===== config.mk =====
export PLATFORM = sky130hd
export DESIGN_NAME = dsp_mult_arbiter
export DESIGN_NICKNAME = d
export VERILOG_FILES = /design/src/rtl/dsp_mult_arbiter.sv
export SDC_FILE = /design/constraint.sdc
export NUM_CORES = 1
export LEC_CHECK = 0
export CAP_MARGIN = 25
export CORE_AREA = 2 2 125 127
export CTS_CLUSTER_SIZE = 28
export DETAILED_ROUTE_END_ITERATION = 10
export DIE_AREA = 0 0 127 129
export DONT_BUFFER_PORTS = 1
export GPL_TIMING_DRIVEN = 0
export PLACE_DENSITY = 0.55
export SETUP_SLACK_MARGIN = 0.4
export SLEW_MARGIN = 20
export SYNTH_ARGS = -nofsm -noshare
export SYNTH_HDL_FRONTEND = slang
export SYNTH_SLANG_ARGS = --single-unit

===== constraint.sdc =====
create_clock -name clk -period 1.9 [get_ports clk]
set_input_delay 0.19 -clock clk [delete_from_list [all_inputs] [get_ports clk]]
set_output_delay 0.19 -clock clk [all_outputs]
set_load 0.05 [all_outputs]

===== src/rtl/dsp_mult_arbiter.sv =====
// dsp_mult_arbiter: round-robin share of one (a*b)+c datapath with in-order result routing; define DSP_MULT_ARBITER_STATS_EN for per-port grant counters
module dsp_mult_arbiter #(
  parameter int WIDTH     = 16,
  parameter int PORTS     = 4,
  parameter int TAG_DEPTH = 8
) (
  input  logic                       clk,
  input  logic                       rst_n,
  input  logic [PORTS*WIDTH-1:0]     s_a_tdata,
  input  logic [PORTS*WIDTH-1:0]     s_b_tdata,
  input  logic [PORTS*WIDTH-1:0]     s_c_tdata,
  input  logic [PORTS-1:0]           s_tvalid,
  output logic [PORTS-1:0]           s_tready,
  output logic [WIDTH-1:0]           m_a_tdata,
  output logic [WIDTH-1:0]           m_b_tdata,
  output logic [WIDTH-1:0]           m_c_tdata,
  output logic                       m_tvalid,
  input  logic                       m_tready,
  input  logic [2*WIDTH-1:0]         r_tdata,
  input  logic                       r_tvalid,
  output logic                       r_tready,
  output logic [2*WIDTH-1:0]         o_tdata,
  output logic [$clog2(PORTS)-1:0]   o_tdest,
  output logic                       o_tvalid,
  input  logic                       o_tready,
`ifdef DSP_MULT_ARBITER_STATS_EN
  output logic [PORTS*16-1:0]        grant_cnt,
`endif
  output logic                       err_orphan
);
  localparam int TW = $clog2(PORTS);
  localparam int AW = $clog2(TAG_DEPTH);
  logic [TW-1:0] ptr, win, idx;
  logic [TW:0] sum;
  logic found, grant, full, empty, pop;
  logic [AW:0] wp, rp;
  logic [TW-1:0] tags [TAG_DEPTH];
  always_comb begin
    win = '0;
    found = 1'b0;
    sum = '0;
    idx = '0;
    for (int k = 0; k < PORTS; k++) begin
      sum = {1'b0, ptr} + (TW+1)'(k);
      idx = TW'(sum >= (TW+1)'(PORTS) ? sum - (TW+1)'(PORTS) : sum);
      if (!found && s_tvalid[idx]) begin
        found = 1'b1;
        win = idx;
      end
    end
  end
  assign empty = wp == rp;
  assign full = wp == {~rp[AW], rp[AW-1:0]};
  assign grant = found & (!m_tvalid | m_tready) & !full & rst_n;
  assign s_tready = grant ? PORTS'(1) << win : '0;
  assign o_tdata = r_tdata;
  assign o_tdest = tags[rp[AW-1:0]];
  assign o_tvalid = r_tvalid & !empty;
  assign r_tready = o_tready & !empty;
  assign pop = r_tvalid & r_tready;
  always_ff @(posedge clk or negedge rst_n)
    if (!rst_n) begin
      m_tvalid <= 1'b0;
      m_a_tdata <= '0;
      m_b_tdata <= '0;
      m_c_tdata <= '0;
      ptr <= '0;
      wp <= '0;
      rp <= '0;
      err_orphan <= 1'b0;
    end else begin
      if (grant) begin
        m_tvalid <= 1'b1;
        m_a_tdata <= s_a_tdata[win*WIDTH +: WIDTH];
        m_b_tdata <= s_b_tdata[win*WIDTH +: WIDTH];
        m_c_tdata <= s_c_tdata[win*WIDTH +: WIDTH];
        ptr <= win == TW'(PORTS-1) ? '0 : win + 1'b1;
        wp <= wp + 1'b1;
      end else if (m_tready) m_tvalid <= 1'b0;
      if (pop) rp <= rp + 1'b1;
      if (r_tvalid && empty) err_orphan <= 1'b1;
    end
  always_ff @(posedge clk)
    if (grant) tags[wp[AW-1:0]] <= win;
`ifdef DSP_MULT_ARBITER_STATS_EN
  for (genvar i = 0; i < PORTS; i++) begin : g_cnt
    always_ff @(posedge clk or negedge rst_n)
      if (!rst_n) grant_cnt[i*16 +: 16] <= '0;
      else if (s_tvalid[i] && s_tready[i] && grant_cnt[i*16 +: 16] != 16'hFFFF)
        grant_cnt[i*16 +: 16] <= grant_cnt[i*16 +: 16] + 1'b1;
  end
`endif
endmodule


==> results of run 1 <==
[worst max path at each step]
stage,startpoint,endpoint,slack (ns),cells after the start
3_3_place_gp,ptr[0],m_b_tdata[14],-0.34,7
6_report,ptr[1],s_tready[3],-0.26,9
2_1_floorplan,ptr[1],s_tready[3],0.11,9
4_1_cts,ptr[1],s_tready[3],-0.28,9
5_1_grt,ptr[1],s_tready[3],-0.32,9
3_5_place_dp,ptr[0],m_a_tdata[8],-0.42,7
[routing by layer]
layer,vias to the layer above,global-route usage (%)
li1,1624,-
met3,15,4.615
met5,-,0
met1,1815,20.59
met2,161,30.90
met4,0,5.882
[state kept, by name, summed over array words and instances (netlist names)]
signal and flops:
m_b_tdata 16, m_a_tdata 16, tags 16, rp 4
err_orphan 1, m_tvalid 1, ptr 2, m_c_tdata 16
wp 4
[repair_timing]
item | 4_1_cts | 5_1_grt
cloned | 0 | 9
endpoints found under the setup margin | 99 | 98
pin swaps | 23 | 23
buffers inserted | 23 | 18
hold endpoints to repair | 61 | 60
gates resized for setup | 82 | 105
[cell families after synthesis]
group / after synthesis
fa+ha+maj: 6
xor+xnor: 10
compound gates: 58
simple gates: 86
flops: 76
buf+inv: 73
mux: 103
[through the flow]
step                      utilization, %  power, mW
after floorplan                        -      8.234
after global placement             35.41      9.098
after detailed placement           35.41      9.193
after CTS                          41.37      12.13
after global routing               46.99      13.89
final                              46.99      13.30
[layout make-up]
cell class	instances	share of cell area, %
timing repair buffer	51	8.818
tap	188	3.342
sequential	76	28.20
multi-input combinational	263	43.27
clock inverter	3	0.6044
buffer	66	11.31
inverter	7	0.4800
clock buffer	13	3.982
[placed cells by master (no fill, tap or decap), types with 3 or more instances in the layout]
cell type	instances
o221ai_1	17
nand4_1	3
buf_8	10
edfxtp_1	16
xnor2_2	4
a21oi_2	3
mux4_2	4
clkbuf_16	18
mux2_4	3
buf_12	17
o221ai_2	31
dfrtp_1	58
nand2_4	4
buf_6	24
nand2_2	6
nand2_1	51
clkbuf_8	4
and2_4	6
mux2i_4	22
xnor2_4	4
mux2i_1	60
ha_1	4
mux2i_2	14
inv_1	4
buf_4	56
[power groups by stage]
stage | logic, mW | clock network, mW | registers, mW
2_1_floorplan | 3.74 | 0 | 4.49
3_3_place_gp | 4.39 | 0 | 4.71
3_5_place_dp | 4.49 | 0 | 4.70
4_1_cts | 5.56 | 1.89 | 4.69
5_1_grt | 7.16 | 1.97 | 4.76
6_report | 6.78 | 1.84 | 4.67
==> summary.md, run 1 <==
| Metric | Value |
|---|---|
| Reg clk slew, reported paths | `about 0.06 ns` |
| Setup Skew | `between 0.007 and 0.008 ns` |
| Largest net degree at the start of global routing | `63` |
| Clock root cell | `clkbuf_16` |
| Final ANT Viol Nets | `0` |
| Top cells by area, synth | `dfrtp_1 32%, mux2i_1 20%, edfxtp_1 10%` |
| Longest Clk Path Bufs | `2` |
| Average vias per placed instance | `between 5 and 6` |
| Reg2Reg Capture Point | `tags[2][1]` |
| First-pass GRT wire length | `21310 um` |
| Critical path capture point type | `primary output` |
| DP Worst Slack | `-0.4204 ns` |
| Adder-cell share of the synthesized area | `1.579%` |
| Clock Power Share | `approximately 14%` |
| Post-synth ARST share | `slightly below 80%` |
| Crit-path max FO | `4` |
| Fin crit share | `113.9%` |
| Worst min path class | `input port to asynchronous set/reset pin` |
| Setup TNS | `-3.785 ns` |
| Gr ovfl total | `0` |
| Max Fclk | `about 460 MHz` |
| Switching Power | `6.240 mW` |
| Final slew viol count | `0` |
| CTS H-tree lvls | `3` |
| Xor and xnor area share after synthesis | `approximately 2.3%` |
| Clock Latency Late Sink | `~0.34 ns` |
| Count of cell types in the netlist | `39` |
| # nets final | `around 700` |
| Share of cells above drive strength 1 | `between 50% and 60%` |
| Die area | `16380 um^2` |
| Compound-Gate Fraction of Synth Area | `11.79%` |
| Synth Flop Type | `dfrtp_1` |
| Design area | `7038 um^2` |
| Most numerous cell in the Yosys netlist | `mux2i_1` |
| Die span in y | `around 130 um` |
| Failing checks | `negative hold slack, negative setup slack` |
| Rows | `between 40 and 50` |
| Mapped Area | `4756 um^2` |
| CP startpoint kind | `flip-flop` |
| Seq cells post-synth | `76` |
| Met3 Wirelength | `between 900 and 1000 um` |
| Effective utilization at floorplan | `approximately a third` |
| Top layer in use | `met4` |
| # clock sinks | `between 70 and 80` |
| Number of buffers created by CTS | `9` |
| Fin Hold WS | `-0.4634 ns` |
| Area leader, netlist | `dfrtp_1` |
| CTS tree | `built` |
| Most Frequent Cell on Critical Path | `buf_12` |
| Slew margin rel. | `between 60% and 70%` |
| Gr usage total | `17.43%` |
| DRC violations left | `0` |
| CTS hold repair buffers | `1` |
| CP max stage delay | `0.40 ns` |
| Area growth syn-to-layout | `47.99%` |
| Hold Vio Cnt, Final | `60` |
| Required @ worst endpoint | `around 1.7 ns` |
| Slowest cell on crit path | `dfrtp_2` |
| Wire per inst | `between 20 and 25 um` |
| Max VDD drop | `between 900 and 1000 uV` |
| Area post-placement | `around 5300 um^2` |
| Max-cap violations | `0` |
| Slack of the critical path | `-0.2634 ns` |
| Cells after DPL | `600` |
| Sequential share of the synthesized area | `a little over two fifths` |
| Worst r2r src | `wp[0]` |
| N_diodes | `0` |
| Synth Area in Simple Gates | `8.261%` |
| Initial antenna violation count | `0` |
| Sw Share | `approximately 47%` |
| DR pass1 iterations | `4` |
| PwrDens | `roughly 1900 nW/um^2` |
| Layout Cells excl Fill | `around 670` |
| Internal power | `7.056 mW` |
| Syn Inst Count | `between 400 and 500` |
| Final WL | `about 16000 um` |
| Post-synthesis area per instance | `between 10 and 15 um^2` |
| Critical Setup Path Class | `flip-flop to primary output` |
| RSZ-0062 raised after global routing | `yes` |
| Leakage power | `3.020 nW` |
| Status | `finished, violations left` |
| Core Region | `about 15000 um^2` |
| Post-synthesis mux area share | `22.81%` |
| Reg area | `slightly below 2000 um^2` |
| Vias in the first global route | `3636` |
| Crit path DAT | `around 2 ns` |
| First DRT Iteration DRCs | `~150` |
| Die W | `127 um` |
| M1 wire length | `6138 um` |
| Post-synth EDFFs | `16` |
| DP HPWL | `about 11000 um` |
| WP buf/inv | `4` |
| Yosys warns | `0` |
| Worst slew pin tran | `roughly 0.56 ns` |
| Logic pwr share | `roughly half` |
| Placer congestion estimate | `around 0.8` |
| DR WL met2 | `8870 um` |
| Combinational family with the most area after synthesis | `multiplexers` |
| Ports | `~320` |
| R2r setup slk | `-0.12 ns` |
| Routed vias | `3615` |
| Min Tclk post-route | `2.163 ns` |
| Most frequent cells after synthesis | `96 x mux2i_1, 62 x nand2_1, 60 x dfrtp_1, 46 x buf_4, 38 x o221ai_1` |
| Fillers | `1343` |
| Worst reg2reg path depth | `9` |
| Syn_nets | `approximately 650` |
| Footprint of the multi-input gates | `3045 um^2` |
| Seq pwr share | `around a third` |
| Yosys top cell area share | `a little under a third` |
| Crit-path cells | `a21o_1, a21oi_2, o21bai_4, buf_6, buf_12, buf_12, inv_8, ha_4, and2_4` |
| Setup-failing EPs final | `between 50 and 60` |
| Largest delay share family, worst path | `buffers and inverters` |
| I/O Buffers | `0` |
No activity file was read; power rests on OpenSTA's default activity.
==> run 2: changes to the inputs <==
--- a/config.mk
+++ b/config.mk
@@ -6,13 +6,12 @@
 export NUM_CORES = 1
 export LEC_CHECK = 0
 export CAP_MARGIN = 25
-export CORE_AREA = 2 2 125 127
+export CORE_AREA = 2 2 127 129
 export CTS_CLUSTER_SIZE = 28
 export DETAILED_ROUTE_END_ITERATION = 10
-export DIE_AREA = 0 0 127 129
-export DONT_BUFFER_PORTS = 1
+export DIE_AREA = 0 0 129 131
 export GPL_TIMING_DRIVEN = 0
-export PLACE_DENSITY = 0.55
+export PLACE_DENSITY = 0.82
 export SETUP_SLACK_MARGIN = 0.4
 export SLEW_MARGIN = 20
 export SYNTH_ARGS = -nofsm -noshare
==> summary.md, run 2 (synthesized netlist as in run 1, its figures left out) <==
| Metric | Value |
|---|---|
| Core Region | `15600 um^2 (+4.1%)` |
| Fillers | `1146 (-15%)` |
| Max VDD drop | `856.1 uV (-10%)` |
| RSZ-0062 raised after global routing | `yes` |
| DR pass1 iterations | `4 (unchanged)` |
| Min Tclk post-route | `2.182 ns (+0.01844 ns)` |
| Leakage power | `4.457 nW (+48%)` |
| Max Fclk | `458.3 MHz (-0.85%)` |
| Vias in the first global route | `5149 (+42%)` |
| Routed vias | `4923 (+36%)` |
| Crit-path max FO | `8 (+4)` |
| Placer congestion estimate | `0.8130 (+3.0%)` |
| DRC violations left | `0 (unchanged)` |
| Die area | `16900 um^2 (+3.1%)` |
| First-pass GRT wire length | `29080 um (+36%)` |
| Clock Power Share | `10.7% (-3.2 points)` |
| Wire per inst | `20.25 um (-17%)` |
| Critical path capture point type | `primary output` |
| Slack of the critical path | `-0.2819 ns (-0.01844 ns)` |
| Switching Power | `6.968 mW (+12%)` |
| CP max stage delay | `0.41 ns (about the same)` |
| Status | `finished, violations left` |
| Fin crit share | `114.8% (+0.97 points)` |
| Initial antenna violation count | `2 (+2)` |
| CTS H-tree lvls | `3 (unchanged)` |
| Number of buffers created by CTS | `9 (unchanged)` |
| Sw Share | `44.37% (-2.6 points)` |
| Reg clk slew, reported paths | `0.06 ns (about the same)` |
| GRT busiest layer | `met2` |
| Max-cap violations | `0 (unchanged)` |
| Gr ovfl total | `0 (unchanged)` |
| # nets final | `1034 (+45%)` |
| # clock sinks | `76 (unchanged)` |
| Clock Latency Late Sink | `0.35 ns (about the same)` |
| Final ANT Viol Nets | `0 (unchanged)` |
| Overall power | `15.70 mW (+18%)` |
| Rows | `46 (+2.2%)` |
| Effective utilization at floorplan | `30.49% (-1.3 points)` |
| Footprint of the multi-input gates | `3257 um^2 (+6.9%)` |
| Logic pwr share | `71.6% (+21 points)` |
| First DRT Iteration DRCs | `157 (+8.3%)` |
| Crit path DAT | `1.99 ns (+0.02 ns)` |
| Critical Setup Path Class | `flip-flop to primary output` |
| Commonest non-fill, non-tap cell in the layout | `clkdlybuf4s50_1` |
| Gr usage total | `23.34% (+5.9 points)` |
| Average vias per placed instance | `4.836 (-11%)` |
| CTS tree | `built` |
| Die W | `129 um (+1.6%)` |
| Slew margin rel. | `62.28% (-0.17 points)` |
| Longest Clk Path Bufs | `2 (unchanged)` |
| Slowest cell on crit path | `dfrtp_1` |
| Seq pwr share | `17.7% (-18 points)` |
| Most Frequent Cell on Critical Path | `buf_8` |
| DP HPWL | `13730 um (+26%)` |
| GR Util met1 | `26.34% (+5.8 points)` |
| Setup Skew | `0.01106 ns (+0.003910 ns)` |
| PwrDens | `1480 nW/um^2 (-22%)` |
| Setup-failing EPs final | `80 (+38%)` |
| Setup TNS | `-10.57 ns (-6.785 ns)` |
| Die span in y | `131 um (+1.6%)` |
| Final slew viol count | `0 (unchanged)` |
| Hold Vio Cnt, Final | `0 (-100%)` |
| Reg area | `1984 um^2 (unchanged)` |
| Internal power | `8.737 mW (+24%)` |
| Commonest cells after routing, fill and taps aside | `231 x clkdlybuf4s50_1, 62 x buf_4, 58 x dfrtp_1` |
| Final WL | `20620 um (+27%)` |
| I/O Buffers | `290 (+290)` |
| Required @ worst endpoint | `1.71 ns (about the same)` |
| Crit-path cells | `buf_8, xnor2_4, nand3_2, o2111a_2, buf_8, and2_4, buf_8` |
| Largest net degree at the start of global routing | `35 (-44%)` |
| Ports | `323 (unchanged)` |
| CP startpoint kind | `flip-flop` |
| Worst min path class | `input port to flip-flop` |
| Worst slew pin tran | `0.5681 ns (+0.004771 ns)` |
| Clock root cell | `clkbuf_16` |
| Area growth syn-to-layout | `123.0%` |
| Failing checks | `negative setup slack` |
| Met3 Use GR | `5.660% (+1.0 points)` |
| Grt met2 use | `42.14% (+11 points)` |
| Share of cells above drive strength 1 | `41.00% (-13 points)` |
==> run 2: cell types whose count changed in the layout (fill, tap and decap cells not counted), sizes merged <==
cell | previous run | this run
clkdlybuf4s15 | 0 | 6
clkbuf | 22 | 14
diode | 0 | 2
bufinv | 1 | 0
bufbuf | 0 | 1
dlygate4sd2 | 0 | 43
clkinvlp | 1 | 2
clkinv | 1 | 3
clkdlybuf4s50 | 0 | 231
buf | 107 | 153
==> run 2: worst paths after layout <==
kind,from,to,slack (ns),cells past startpoint
setup / recovery,wp[1],s_tready[2],-0.28,7
hold / removal,rst_n,ptr[1],0.43,5
setup reg to reg,wp[1],m_c_tdata[2],-0.20,11
hold reg to reg,m_a_tdata[9],m_a_tdata[9],0.48,2
max in group asynchronous,rst_n,m_a_tdata[10],1.16,3
min in group asynchronous,rst_n,m_b_tdata[15],0.52,3
==> run 2: metrics by stage <==
stage	hold slack [ns]	cells	utilization, %	setup slack, ns	instance area (um^2)
global placement	0.4607	918	52.83	-2.834	8240
CTS	0.3787	990	63.62	-0.3023	9923
floorplan	-0.1056	412	-	0.1083	5067
global route	0.4465	1018	68.01	-0.3499	10610
detailed placement	0.1555	919	52.94	-1.232	8258
finish	0.4305	1018	68.01	-0.2819	10610
==> run 2: critical path, delay by kind of cell, from the launching register on <==
family	cells	cell delay [ns]
simple gates	2	0.28
buf+inv	3	0.44
flops	1	0.41
compound gates	1	0.31
xor+xnor	1	0.20
==> run 2: per-layer routing <==
| metal | vias to the layer above | wire, um |
|---|---|---|
| li1 | 2268 | - |
| met1 | 2388 | 7511 |
| met2 | 208 | 11220 |
| met3 | 59 | 1062 |
| met4 | 0 | 824 |
| met5 | - | 0 |
==> run 2: layout make-up <==
type	count	share of cell area, %
buffer	66	7.443
multi-input combinational	263	30.70
inverter	7	0.3657
timing repair buffer	372	37.47
sequential	76	18.71
antenna	2	0.04718
tap	216	2.548
clock buffer	11	2.394
clock inverter	5	0.3185
==> run 2: what timing repair did <==
action / 4_1_cts / 5_1_grt
pin swaps: 34 / 45
buffers inserted: 45 / 25
hold buffers: 2 / 0
hold endpoints to repair: 26 / 0
resized for setup: 267 / 94
endpoints found under the setup margin: 149 / 102
cloned: 8 / 1
==> run 2: power groups by stage <==
stage               Combinational (mW)  Clock, mW  Sequential, mW
finish                            11.2       1.68            2.78
global route                      11.8       1.78            2.85
CTS                               10.1       1.71            2.76
detailed placement                8.01          0            2.78
global placement                  7.90          0            2.77
floorplan                         3.74          0            4.49
